[src/rtl/uart_axil_pkg.sv]
// uart_axil_pkg
// Shared definitions for the two-client AXI4-Lite master that fronts the
// AXI-Lite UART.
// Contents:
//   state_t          - master sequencer states
//   AXI_RESP_*       - AXI response codes
//   RX_DATA, TX_DATA - UART register byte offsets
//   AXI_PROT_DEFAULT - AxPROT value driven on every access
package uart_axil_pkg;

    typedef enum logic [2:0] {
        ST_IDLE    = 3'd0,
        ST_WR_AW_W = 3'd1,
        ST_WR_B    = 3'd2,
        ST_RD_AR   = 3'd3,
        ST_RD_R    = 3'd4,
        ST_RSP     = 3'd5
    } state_t;

    localparam logic [1:0]  AXI_RESP_OKAY    = 2'b00;
    localparam logic [1:0]  AXI_RESP_SLVERR  = 2'b10;

    localparam logic [31:0] RX_DATA          = 32'h0000_0000;
    localparam logic [31:0] TX_DATA          = 32'h0000_0004;

    localparam logic [2:0]  AXI_PROT_DEFAULT = 3'b000;

endpackage

[src/rtl/uart_axil_rr_arb2.sv]
// uart_axil_rr_arb2
// Two-client round-robin arbiter: combinational grant plus the last_grant
// pointer. A single requester always wins; with both requesting, the client
// that did not win last time is granted.
// Ports:
//   clk, rst_n   - clock, synchronous active-low reset (last_grant -> 1)
//   req[1:0]     - request lines
//   accept       - grant is being consumed this cycle; update last_grant
//   grant_valid  - at least one request present
//   grant        - index of the granted client
//   last_grant   - index of the most recently consumed grant
module uart_axil_rr_arb2 (
    input  logic       clk,
    input  logic       rst_n,
    input  logic [1:0] req,
    input  logic       accept,
    output logic       grant_valid,
    output logic       grant,
    output logic       last_grant
);

    logic last_grant_r;

    assign last_grant = last_grant_r;

    // Grant decode from the request pair and the round-robin pointer.
    always_comb begin
        grant_valid = 1'b0;
        grant       = 1'b0;
        case (req)
            2'b01: begin
                grant_valid = 1'b1;
                grant       = 1'b0;
            end
            2'b10: begin
                grant_valid = 1'b1;
                grant       = 1'b1;
            end
            2'b11: begin
                grant_valid = 1'b1;
                grant       = ~last_grant_r;
            end
            default: begin
                grant_valid = 1'b0;
                grant       = 1'b0;
            end
        endcase
    end

    // Round-robin pointer; resets to 1 so client 0 wins the first contest.
    always_ff @(posedge clk) begin
        if (!rst_n) begin
            last_grant_r <= 1'b1;
        end else if (accept && grant_valid) begin
            last_grant_r <= grant;
        end else begin
            last_grant_r <= last_grant_r;
        end
    end

endmodule

[src/rtl/uart_axil_master_arb.sv]
// uart_axil_master_arb
// Lets two on-chip clients share one AXI4-Lite master port to the UART.
// One single-beat transaction is in flight at a time; clients are served
// round-robin and each gets a one-cycle completion pulse.
// Ports:
//   s_axi_aclk, s_axi_aresetn  - clock, synchronous active-low reset
//   req_valid/ready/write      - per-client request handshake and type
//   req_addr, req_wdata        - per-client payload, client 0 in low slice
//   rsp_valid                  - per-client completion pulse
//   rsp_rdata, rsp_resp        - shared completion data/response
//   m_axi_*                    - AXI4-Lite master channels AW, W, B, AR, R
module uart_axil_master_arb
    import uart_axil_pkg::*;
#(
    parameter int P_ADDR_WIDTH = 32,
    parameter int P_DATA_WIDTH = 32
) (
    input  logic                      s_axi_aclk,
    input  logic                      s_axi_aresetn,
    input  logic [1:0]                req_valid,
    output logic [1:0]                req_ready,
    input  logic [1:0]                req_write,
    input  logic [2*P_ADDR_WIDTH-1:0] req_addr,
    input  logic [2*P_DATA_WIDTH-1:0] req_wdata,
    output logic [1:0]                rsp_valid,
    output logic [P_DATA_WIDTH-1:0]   rsp_rdata,
    output logic [1:0]                rsp_resp,
    output logic [P_ADDR_WIDTH-1:0]   m_axi_awaddr,
    output logic [2:0]                m_axi_awprot,
    output logic                      m_axi_awvalid,
    input  logic                      m_axi_awready,
    output logic [P_DATA_WIDTH-1:0]   m_axi_wdata,
    output logic [P_DATA_WIDTH/8-1:0] m_axi_wstrb,
    output logic                      m_axi_wvalid,
    input  logic                      m_axi_wready,
    input  logic [1:0]                m_axi_bresp,
    input  logic                      m_axi_bvalid,
    output logic                      m_axi_bready,
    output logic [P_ADDR_WIDTH-1:0]   m_axi_araddr,
    output logic [2:0]                m_axi_arprot,
    output logic                      m_axi_arvalid,
    input  logic                      m_axi_arready,
    input  logic [P_DATA_WIDTH-1:0]   m_axi_rdata,
    input  logic [1:0]                m_axi_rresp,
    input  logic                      m_axi_rvalid,
    output logic                      m_axi_rready
);

    state_t                    state_r, state_nx;
    logic [P_ADDR_WIDTH-1:0]   addr_r, addr_nx;
    logic [P_DATA_WIDTH-1:0]   wdata_r, wdata_nx;
    logic                      awvalid_r, awvalid_nx;
    logic                      wvalid_r, wvalid_nx;
    logic                      bready_r, bready_nx;
    logic                      arvalid_r, arvalid_nx;
    logic                      rready_r, rready_nx;
    logic [1:0]                rsp_valid_r, rsp_valid_nx;
    logic [P_DATA_WIDTH-1:0]   rsp_rdata_r, rsp_rdata_nx;
    logic [1:0]                rsp_resp_r, rsp_resp_nx;

    logic                      grant_valid_s;
    logic                      grant_s;
    logic                      last_grant_s;
    logic                      accept_s;
    logic                      write_sel_s;
    logic [P_ADDR_WIDTH-1:0]   addr_sel_s;
    logic [P_DATA_WIDTH-1:0]   wdata_sel_s;

    uart_axil_rr_arb2 u_arb (
        .clk         (s_axi_aclk),
        .rst_n       (s_axi_aresetn),
        .req         (req_valid),
        .accept      (accept_s),
        .grant_valid (grant_valid_s),
        .grant       (grant_s),
        .last_grant  (last_grant_s)
    );

    // Requests are only taken in IDLE and never while reset is asserted.
    assign accept_s    = (state_r == ST_IDLE) && grant_valid_s && s_axi_aresetn;
    assign req_ready   = accept_s ? (grant_s ? 2'b10 : 2'b01) : 2'b00;
    assign write_sel_s = grant_s ? req_write[1] : req_write[0];
    assign addr_sel_s  = grant_s ? req_addr[2*P_ADDR_WIDTH-1:P_ADDR_WIDTH]
                                 : req_addr[P_ADDR_WIDTH-1:0];
    assign wdata_sel_s = grant_s ? req_wdata[2*P_DATA_WIDTH-1:P_DATA_WIDTH]
                                 : req_wdata[P_DATA_WIDTH-1:0];

    assign m_axi_awaddr  = addr_r;
    assign m_axi_araddr  = addr_r;
    assign m_axi_wdata   = wdata_r;
    assign m_axi_awprot  = AXI_PROT_DEFAULT;
    assign m_axi_arprot  = AXI_PROT_DEFAULT;
    assign m_axi_wstrb   = {(P_DATA_WIDTH/8){1'b1}};
    assign m_axi_awvalid = awvalid_r;
    assign m_axi_wvalid  = wvalid_r;
    assign m_axi_bready  = bready_r;
    assign m_axi_arvalid = arvalid_r;
    assign m_axi_rready  = rready_r;
    assign rsp_valid     = rsp_valid_r;
    assign rsp_rdata     = rsp_rdata_r;
    assign rsp_resp      = rsp_resp_r;

    // Next-state and next-output decode; all AXI outputs are registered so
    // each valid/ready value is the one the slave sees across the next edge.
    always_comb begin
        state_nx     = state_r;
        addr_nx      = addr_r;
        wdata_nx     = wdata_r;
        awvalid_nx   = awvalid_r;
        wvalid_nx    = wvalid_r;
        bready_nx    = 1'b0;
        arvalid_nx   = arvalid_r;
        rready_nx    = 1'b0;
        rsp_valid_nx = 2'b00;
        rsp_rdata_nx = rsp_rdata_r;
        rsp_resp_nx  = rsp_resp_r;
        case (state_r)
            ST_IDLE: begin
                if (accept_s) begin
                    addr_nx  = addr_sel_s;
                    wdata_nx = wdata_sel_s;
                    if (write_sel_s) begin
                        state_nx   = ST_WR_AW_W;
                        awvalid_nx = 1'b1;
                        wvalid_nx  = 1'b1;
                    end else begin
                        state_nx   = ST_RD_AR;
                        arvalid_nx = 1'b1;
                    end
                end else begin
                    state_nx = ST_IDLE;
                end
            end
            ST_WR_AW_W: begin
                // AW and W complete independently, in either order.
                if (awvalid_r && m_axi_awready) begin
                    awvalid_nx = 1'b0;
                end else begin
                    awvalid_nx = awvalid_r;
                end
                if (wvalid_r && m_axi_wready) begin
                    wvalid_nx = 1'b0;
                end else begin
                    wvalid_nx = wvalid_r;
                end
                if (!awvalid_nx && !wvalid_nx) begin
                    state_nx  = ST_WR_B;
                    bready_nx = 1'b1;
                end else begin
                    state_nx  = ST_WR_AW_W;
                end
            end
            ST_WR_B: begin
                if (m_axi_bvalid && bready_r) begin
                    state_nx     = ST_RSP;
                    rsp_valid_nx = last_grant_s ? 2'b10 : 2'b01;
                    rsp_rdata_nx = {P_DATA_WIDTH{1'b0}};
                    rsp_resp_nx  = m_axi_bresp;
                end else begin
                    bready_nx = 1'b1;
                end
            end
            ST_RD_AR: begin
                if (m_axi_arready) begin
                    arvalid_nx = 1'b0;
                    state_nx   = ST_RD_R;
                    rready_nx  = 1'b1;
                end else begin
                    arvalid_nx = 1'b1;
                end
            end
            ST_RD_R: begin
                if (m_axi_rvalid && rready_r) begin
                    state_nx     = ST_RSP;
                    rsp_valid_nx = last_grant_s ? 2'b10 : 2'b01;
                    rsp_rdata_nx = m_axi_rdata;
                    rsp_resp_nx  = m_axi_rresp;
                end else begin
                    rready_nx = 1'b1;
                end
            end
            ST_RSP: begin
                state_nx = ST_IDLE;
            end
            default: begin
                state_nx   = ST_IDLE;
                awvalid_nx = 1'b0;
                wvalid_nx  = 1'b0;
                arvalid_nx = 1'b0;
            end
        endcase
    end

    // State and registered outputs; reset drops every valid/ready at once.
    always_ff @(posedge s_axi_aclk) begin
        if (!s_axi_aresetn) begin
            state_r     <= ST_IDLE;
            addr_r      <= {P_ADDR_WIDTH{1'b0}};
            wdata_r     <= {P_DATA_WIDTH{1'b0}};
            awvalid_r   <= 1'b0;
            wvalid_r    <= 1'b0;
            bready_r    <= 1'b0;
            arvalid_r   <= 1'b0;
            rready_r    <= 1'b0;
            rsp_valid_r <= 2'b00;
            rsp_rdata_r <= {P_DATA_WIDTH{1'b0}};
            rsp_resp_r  <= 2'b00;
        end else begin
            state_r     <= state_nx;
            addr_r      <= addr_nx;
            wdata_r     <= wdata_nx;
            awvalid_r   <= awvalid_nx;
            wvalid_r    <= wvalid_nx;
            bready_r    <= bready_nx;
            arvalid_r   <= arvalid_nx;
            rready_r    <= rready_nx;
            rsp_valid_r <= rsp_valid_nx;
            rsp_rdata_r <= rsp_rdata_nx;
            rsp_resp_r  <= rsp_resp_nx;
        end
    end

endmodule

[config.mk]
export PLATFORM = sky130hd
export DESIGN_NAME = uart_axil_master_arb
export DESIGN_NICKNAME = d
export VERILOG_FILES = /design/src/rtl/uart_axil_pkg.sv /design/src/rtl/uart_axil_rr_arb2.sv /design/src/rtl/uart_axil_master_arb.sv
export SDC_FILE = /design/constraint.sdc
export NUM_CORES = 1
export LEC_CHECK = 0
export CORE_AREA = 2 2 126 128
export CTS_CLUSTER_DIAMETER = 100
export DETAILED_ROUTE_END_ITERATION = 8
export DIE_AREA = 0 0 128 130
export DONT_BUFFER_PORTS = 1
export GPL_ROUTABILITY_DRIVEN = 0
export PLACE_DENSITY = 0.58
export SYNTH_ARGS = -nofsm -noshare
export SYNTH_HDL_FRONTEND = slang
export SYNTH_SLANG_ARGS = --single-unit
[constraint.sdc]
create_clock -name s_axi_aclk -period 1.8 [get_ports s_axi_aclk]
set_clock_uncertainty 0.2 [all_clocks]
set_input_delay 0.36 -clock s_axi_aclk [delete_from_list [all_inputs] [get_ports s_axi_aclk]]
set_output_delay 0.36 -clock s_axi_aclk [all_outputs]
set_load 0.01 [all_outputs]
==> results of run 1 <==
==> layout make-up <==
type	count	area, sq um
fill	1512	9180
timing repair buffer	67	860
tap	192	240
inverter	3	11.3
multi-input combinational	361	2630
clock buffer	9	225
sequential	109	2190
clock inverter	7	87.6
==> critical path: stages, from the launching register on <==
cell	delay [ps]
dfxtp_2	330
nand2b_4	130
or4_4	540
nor2_4	150
==> timing repair <==
| item | in CTS | in global routing |
|---|---|---|
| endpoints found under the hold margin | 108 | 107 |
| cloned | 1 | 8 |
| pin swaps | 0 | 6 |
| setup endpoints to repair | 46 | 90 |
| resized for setup | 5 | 7 |
| setup buffers | 1 | 6 |
==> cell usage after synthesis (3+ instances only) <==
cell      count
a21boi_0      3
a21boi_1     32
a21oi_1       3
buf_2        25
buf_4        46
buf_6         7
clkbuf_1     12
dfxtp_1     109
inv_1         3
mux2i_1      66
nand2_1      76
nand2b_1     35
nand3_1      34
nor2_1        9
o211a_1      66
o21ai_0       3
==> path summary, 6_finish.rpt <==
kind	end	cells after the start	from	slack (ps)
max	req_ready[0]	3	state_r[2]$_SDFFE_PN0P_	-260
min	u_arb.last_grant$_SDFFE_PN1P_	1	s_axi_aresetn	-70
max reg2reg	m_axi_wdata[25]$_SDFFE_PN0P_	6	state_r[0]$_SDFFE_PN0P_	70
min reg2reg	rsp_rdata[2]$_SDFFE_PN0P_	2	rsp_rdata[2]$_SDFFE_PN0P_	320
==> cell families (layout without fill, tap and decap cells) <==
| kind of cell | Yosys count | after routing | share of synthesized area [%] |
|---|---|---|---|
| muxes | 67 | 67 | 12.6 |
| DFF | 109 | 109 | 40.9 |
| buffers and inverters | 93 | 86 | 11.3 |
| and+or+nand+nor | 168 | 168 | 15.6 |
| AOI/OAI and AO/OA | 116 | 116 | 19.4 |
| other | 2 | 10 | 0.141 |
==> per-layer routing <==
| metal | wire length (microns) | vias up | global-route usage, % |
|---|---|---|---|
| li1 | - | 1883 | - |
| met5 | 0 | - | 0 |
| met1 | 5410 | 1941 | 15.2 |
| met2 | 7490 | 212 | 25.8 |
| met4 | 179 | 0 | 4.52 |
| met3 | 1500 | 13 | 7.63 |
==> sequential cells by signal, indices dropped and copies added, names as in the netlist <==
| register | count |
|---|---|
| m_axi_bready | 1 |
| m_axi_rready | 1 |
| m_axi_wdata | 32 |
| rsp_resp | 2 |
| state_r | 3 |
| m_axi_wvalid | 1 |
| u_arb.last_grant | 1 |
| m_axi_awvalid | 1 |
| m_axi_araddr | 32 |
| rsp_rdata | 32 |
| rsp_valid | 2 |
| m_axi_arvalid | 1 |
==> per-stage QoR <==
stage / instance area [sq um] / hold slack [ps] / TNS [ps]
3_3_place_gp: 5270 / 256 / 0
4_1_cts: 5950 / -112 / -537
3_5_place_dp: 5270 / 267 / -43.4
2_1_floorplan: 5380 / 233 / 0
5_1_grt: 6240 / -86.1 / -601
6_report: 6240 / -73.7 / -491
==> power by group through the flow <==
| stage | Sequential, mW | Clock [mW] | Combinational (mW) |
|---|---|---|---|
| 2_1_floorplan | 3.72 | 0 | 2.30 |
| 3_3_place_gp | 4.09 | 0 | 2.13 |
| 3_5_place_dp | 4.10 | 0 | 2.20 |
| 4_1_cts | 4.06 | 2.17 | 2.41 |
| 5_1_grt | 4.16 | 2.27 | 3.17 |
| 6_report | 4.05 | 2.09 | 2.90 |
==> summary.txt, run 1 <==
status -> finished with violations
violated checks -> hold timing, setup timing
Congestion Overflow GR -> 0
Rows -> 46
synthesis-stage register bit count -> 109
TritonRoute pass-1 iters -> 4
CTS root buf -> clkbuf_16
ANT cells -> 0
Nets -> 726
Placeable Area -> 15400 sq um
drt drc -> 0
Final Total Pwr -> 9.04 mW
Clk Latency, worst-skew pair -> 340 ps
Mapped Area -> 5340 sq um
most frequent cells in the layout -> dfxtp_1 (106), nand2_1 (76), mux2i_1 (66), o211a_1 (66)
Final Max Tran Viols -> 0
commonest non-fill, non-tap cell in the layout -> dfxtp_1
fin worst setup slack -> -256 ps
via count -> 4049
initial drt markers -> 137
via/cell ratio -> 5.41
final period utilization -> 114%
Worst setup SP type -> register
synth top area cells -> dfxtp_1 (41%), mux2i_1 (12%), o211a_1 (12%), buf_4 (6.5%), nand2_1 (5.3%)
syn_area_per_cell -> 9.62 sq um
max cap viols -> 0
YS warnings -> 0
EDFF count, synth -> 0
post-synthesis sequential area ratio -> 40.9%
Setup crit end kind -> output port
worst hold path type -> in2reg
FFs w/ async S/R, synth -> 0%
WL/cell -> 19.5 microns
RSZ-0062 raised after global routing -> true
Buffers on Ports -> 0
Initial Util -> 34.6%
Min Hold Slack -> -73.7 ps
Net Switching -> 3.33 mW
Main synth FF type -> dfxtp_1
post-synth top area share -> 40.9%
vias in the first global route -> 3693
Hold Fails Final Rpt -> 48
Synth cell types -> 36
crit path DAT -> 1500 ps
Inserted Clock Buffers -> 9
hold_buf cts -> 31
final antenna-violating net count -> 0
Max Clk Rate -> 486 MHz
initial antenna violation count -> 0
cells after synthesis -> 555
H-tree Lvls -> 3
Non-Filler Instances -> 748
Die X -> 128 microns
share of cells above drive strength 1 -> 11.9%
sequential power share -> 44.8%
Pwr Density -> 1450 nW/um^2
TritonCTS sink count -> 109
post-DP HPWL -> 9.20 mm
GRT Util Overall -> 14.6%
area delta synth->final -> 16.9%
Place WS -> -21.9 ps
Ports -> 324
post-layout util -> 40.5%
Crit Path Class -> reg2out
LEAKAGE -> 2.90 nW
first-pass GRT wire length -> 19.1 mm
Logic pwr share -> 32.1%
Yosys top cell by area -> dfxtp_1
placed instance count -> 685
switching share of power -> 36.8%
largest net degree at the start of global routing -> 110
VDD IR max -> 0.712 mV
Clk pwr share -> 23.2%
min Tclk post-route -> 2060 ps
register clock-pin slew on the reported worst setup and hold paths -> 80 ps
Final setup viols -> 2
clock buffer depth -> 2
final WL -> 14.6 mm
crit-path max FO -> 3
Die H -> 130 microns
Power Internal -> 5.71 mW
die area -> 16600 sq um
Critical Path RT -> 1240 ps
TritonCTS clock tree -> yes
Note: power is estimated with default switching activity, not from simulation.
==> run 2: changes to the inputs <==
--- a/config.mk
+++ b/config.mk
@@ -5,13 +5,15 @@
 export SDC_FILE = /design/constraint.sdc
 export NUM_CORES = 1
 export LEC_CHECK = 0
-export CORE_AREA = 2 2 126 128
+export CELL_PAD_IN_SITES_DETAIL_PLACEMENT = 1
+export CELL_PAD_IN_SITES_GLOBAL_PLACEMENT = 2
+export CORE_MARGIN = 2
+export CORE_UTILIZATION = 35
 export CTS_CLUSTER_DIAMETER = 100
 export DETAILED_ROUTE_END_ITERATION = 8
-export DIE_AREA = 0 0 128 130
 export DONT_BUFFER_PORTS = 1
 export GPL_ROUTABILITY_DRIVEN = 0
-export PLACE_DENSITY = 0.58
+export PLACE_DENSITY = 0.89
 export SYNTH_ARGS = -nofsm -noshare
 export SYNTH_HDL_FRONTEND = slang
 export SYNTH_SLANG_ARGS = --single-unit
==> constraint.sdc (replaced) <==
create_clock -name s_axi_aclk -period 2.07 [get_ports s_axi_aclk]
set_clock_uncertainty 0.2 [all_clocks]
set_input_delay 0.414 -clock s_axi_aclk [delete_from_list [all_inputs] [get_ports s_axi_aclk]]
set_output_delay 0.414 -clock s_axi_aclk [all_outputs]
set_load 0.01 [all_outputs]
==> summary.txt, run 2 (synthesis results as in run 1) <==
Final Total Pwr -> 7.54 mW
most frequent cells in the layout -> dfxtp_1 (106), nand2_1 (76), mux2i_1 (66), o211a_1 (66)
Rows -> 45
Hold Crit Depth -> 2
vias in the first global route -> 4090
Ports -> 324
final WL -> 15.6 mm
Hold Fails Final Rpt -> 0
via/cell ratio -> 5.54
initial drt markers -> 121
max cap viols -> 0
drt drc -> 0
crit path DAT -> 1520 ps
TritonRoute pass-1 iters -> 4
Max Used Layer -> met4
switching share of power -> 37.6%
clock buffer depth -> 2
Setup crit end kind -> output port
ANT cells -> 0
LEAKAGE -> 2.69 nW
Worst setup SP type -> register
status -> finished with violations
H-tree Lvls -> 3
TritonCTS sink count -> 109
Max Clk Rate -> 469 MHz
worst relative slew slack -> 45.2%
Final Cell Area -> 5780 sq um
Crit Reg-Reg Startpoint -> state_r[2]$_SDFFE_PN0P_
placed instance count -> 676
Logic pwr share -> 27.6%
GRT Util Overall -> 17.8%
worst hold path type -> in2reg
min Tclk post-route -> 2130 ps
Worst Hold Launch -> m_axi_rdata[15]
Worst Tran Pin Value -> 820 ps
Die X -> 128 microns
final period utilization -> 103%
WL/cell -> 22.1 microns
Pwr Density -> 1300 nW/um^2
Critical Path RT -> 1460 ps
R2R Path End -> rsp_rdata[12]$_SDFFE_PN0P_
die area -> 16300 sq um
register clock-pin slew on the reported worst setup and hold paths -> 80 ps
Clk Latency, worst-skew pair -> 340 ps
Die H -> 128 microns
Crit Path Class -> reg2out
largest net degree at the start of global routing -> 71
Placeable Area -> 15000 sq um
Final Max Tran Viols -> 0
TritonCTS clock tree -> yes
commonest non-fill, non-tap cell in the layout -> dfxtp_1
fin worst setup slack -> -63.9 ps
Clk pwr share -> 25.3%
M1 WL -> 5.83 mm
Initial Util -> 35.5%
post-DP HPWL -> 10.2 mm
# fillers -> 1661
Power Internal -> 4.70 mW
area delta synth->final -> 8.27%
CTS root buf -> clkbuf_16
violated checks -> setup timing
Final setup viols -> 2
met3 wire length -> 1.41 mm
R2R depth -> 6
sequential power share -> 47.1%
via count -> 3918
WHS Endpoint -> rsp_rdata[15]$_SDFFE_PN0P_
Non-Filler Instances -> 707
Buffers on Ports -> 0
dpl cell area -> 5230 sq um
Congestion Overflow GR -> 0
Nets -> 689
VDD IR max -> 0.556 mV
final antenna-violating net count -> 0
RSZ-0062 raised after global routing -> true
first-pass GRT wire length -> 22.3 mm
Inserted Clock Buffers -> 9
Net Switching -> 2.84 mW
R2R Setup Slk -> 130 ps
initial antenna violation count -> 0
crit-path max FO -> 4
Routed met2 length -> 8.17 mm
share of cells above drive strength 1 -> 10.0%
## run 2: cell types whose count changed in the layout (fill, tap and decap cells not counted), moves of 2 or more
cell           change
dlygate4sd3_1     -23
clkbuf_16          -7
buf_4              -3
buf_6              -3
inv_6              +3
buf_12             -2
bufbuf_16          +2
clkinv_4           -2
inv_8              -2
## run 2: per-layer routing
layer / vias up / GRT usage [%]
met1: 1910 / 18.5
met5: - / 0
met3: 16 / 6.87
met4: 0 / 5.37
met2: 188 / 33.2
li1: 1804 / -
## run 2: power groups by stage
stage / combinational (mW) / sequential [mW] / clock, mW
detailed placement: 1.91 / 3.63 / 0
CTS: 2.09 / 3.56 / 1.97
global route: 2.30 / 3.63 / 2.05
global placement: 1.80 / 3.60 / 0
finish: 2.08 / 3.55 / 1.91
floorplan: 1.99 / 3.23 / 0
## run 2: through the flow
stage                     TNS (ps)  utilization, %  worst slack, ps  hold slack (ps)
after floorplan                  0               -              135              233
after global placement           0            34.8              128              300
after detailed placement         0            34.8              119              306
after CTS                    -64.1            38.4            -32.2           0.0581
after global routing          -186            38.5            -93.7             3.19
final                         -128            38.5            -63.9             18.8
## run 2: final cells by class
type / count / area, sq um / area share [%]
clock inverters: 7 / 104 / 1.80
clock buffers: 9 / 225 / 3.89
well taps: 188 / 235 / 4.07
inverters: 3 / 11.3 / 0.195
multi-input cells: 361 / 2620 / 45.4
repair buffers: 30 / 395 / 6.84
flip-flops and latches: 109 / 2190 / 37.8
## run 2: worst max path at each step
| stage | startpoint | slack, ps | cells after the start | endpoint |
|---|---|---|---|---|
| after floorplan | s_axi_aresetn | 130 | 4 | req_ready[0] |
| after global placement | state_r[1]$_SDFFE_PN0P_ | 130 | 2 | req_ready[1] |
| after detailed placement | state_r[1]$_SDFFE_PN0P_ | 120 | 2 | req_ready[0] |
| after CTS | state_r[2]$_SDFFE_PN0P_ | -30 | 3 | req_ready[1] |
| after global routing | state_r[2]$_SDFFE_PN0P_ | -90 | 3 | req_ready[0] |
| final | state_r[2]$_SDFFE_PN0P_ | -60 | 3 | req_ready[1] |
## run 2: worst max-delay path, cell delays in order, from the launching register on
cell and delay (ps):
dfxtp_2 330, nand2b_4 140, or4_4 550, nor2_4 150
## run 2: what timing repair did
action | in CTS | in global routing
pin swaps | 0 | 1
gates resized for setup | 10 | 0
hold buffers | 8 | 1
setup buffers | 3 | 1
hold endpoints to repair | 45 | 1
endpoints found under the setup margin | 2 | 2
gates cloned | 2 | 0
==> run 3: changes to the inputs <==
==> constraint.sdc (replaced) <==
create_clock -name s_axi_aclk -period 2.07 [get_ports s_axi_aclk]
set_clock_uncertainty 0.2 [all_clocks]
set_input_delay 0.207 -clock s_axi_aclk [delete_from_list [all_inputs] [get_ports s_axi_aclk]]
set_output_delay 0.207 -clock s_axi_aclk [all_outputs]
set_load 0.01 [all_outputs]
==> summary.txt, run 3 (synthesis results as in run 1) <==
area delta synth->final -> 10.5%
Place WS -> 152 ps
RSZ-0062 raised after global routing -> false
status -> finished with violations
Nets -> 708
CP peak stage delay -> 580 ps
max cap viols -> 0
Placeable Area -> 15000 sq um
first-pass GRT wire length -> 21.9 mm
LEAKAGE -> 2.74 nW
final antenna-violating net count -> 0
fin worst setup slack -> 80.1 ps
initial antenna violation count -> 0
Pwr Density -> 1260 nW/um^2
initial drt markers -> 115
register clock-pin slew on the reported worst setup and hold paths -> 80 ps
Hold Fails Final Rpt -> 105
final period utilization -> 96.1%
Min Hold Slack -> -212 ps
TritonRoute pass-1 iters -> 4
Congestion Overflow GR -> 0
WL/cell -> 20.1 microns
Setup crit end kind -> output port
H-tree Lvls -> 3
TritonCTS clock tree -> yes
CP Cell Sequence -> buf_4 > or4_4 > nor2_2
via count -> 3958
Max Clk Rate -> 503 MHz
largest net degree at the start of global routing -> 110
GRT Util Overall -> 17.1%
Clk Latency, worst-skew pair -> 340 ps
clock buffer depth -> 2
Die X -> 128 microns
Final setup viols -> 0
share of cells above drive strength 1 -> 8.55%
crit-path max FO -> 10
most frequent cells in the layout -> dfxtp_1 (107), nand2_1 (76), mux2i_1 (66), o211a_1 (66), nand2b_1 (35)
CTS root buf -> clkbuf_16
Critical Path RT -> 1660 ps
Initial Util -> 35.5%
drt drc -> 0
commonest non-fill, non-tap cell in the layout -> dfxtp_1
Final Max Tran Viols -> 0
via/cell ratio -> 5.45
Die H -> 128 microns
vias in the first global route -> 4213
TritonCTS sink count -> 109
hold_buf cts -> 31
VDD IR max -> 0.560 mV
post-layout util -> 39.3%
critical path's slowest cell -> or4_4
ANT cells -> 0
Final Total Pwr -> 7.46 mW
Buffers on Ports -> 0
die area -> 16300 sq um
Worst setup SP type -> register
Rows -> 45
crit path DAT -> 1580 ps
worst hold path type -> in2reg
violated checks -> hold timing
post-DP HPWL -> 10.2 mm
final WL -> 14.6 mm
min Tclk post-route -> 1990 ps
# fillers -> 1680
Inserted Clock Buffers -> 9
Ports -> 324
setup bufs post-CTS -> 0
Crit Path Class -> reg2out
## run 3: layout make-up
type	count	area (sq um)	area share, %
Sequential cell	109	2180	37.0
Clock inverter	6	93.8	1.59
Timing Repair Buffer	49	533	9.03
Tap cell	188	235	3.98
Clock buffer	10	239	4.05
Inverter	3	11.3	0.191
Multi-Input combinational cell	361	2610	44.2
## run 3: critical path: cells and delay by family (launching register included)
| kind | cells | cell delay [ps] |
|---|---|---|
| buf+inv | 1 | 170 |
| flops | 1 | 330 |
| simple gates | 2 | 740 |
## run 3: final timing paths
kind	start	to	slack, ps	depth (start not counted)
hold reg to reg	u_arb.last_grant$_SDFFE_PN1P_	rsp_valid[0]$_SDFF_PN0_	310	1
hold / removal	s_axi_aresetn	m_axi_wdata[3]$_SDFFE_PN0P_	-210	1
setup / recovery	state_r[1]$_SDFFE_PN0P_	req_ready[0]	80	3
setup reg to reg	u_arb.last_grant$_SDFFE_PN1P_	m_axi_araddr[21]$_SDFFE_PN0P_	160	6
## run 3: power by group
group / total, mW / internal (mW) / switching (mW)
sequential: 3.57 / 2.64 / 0.935
clock: 1.90 / 1.11 / 0.799
combinational: 1.98 / 0.960 / 1.02
## run 3: per-stage QoR
step                      instance area [sq um]  setup TNS, ps  instances
final                                      5900              0        726
after global routing                       5900              0        726
after CTS                                  5900          -3.52        726
after detailed placement                   5250              0        679
after global placement                     5250              0        679
after floorplan                            5370              0        563
## run 3: timing repair
| action | in CTS | in global routing |
|---|---|---|
| endpoints found under the setup margin | 2 | 3 |
| hold endpoints to repair | 109 | 107 |
| gates resized for setup | 3 | 2 |
## run 3: metal layers
metal  share of wire, %  routed length (microns)  track usage (%)  vias to the layer above
met3                 10                     1510             7.58                       28
met4                2.3                      340             5.88                        0
met2                 51                     7460             31.2                      215
li1                   -                        -                -                     1840
met1                 36                     5310             17.2                     1875
met5                  0                        0                0                        -
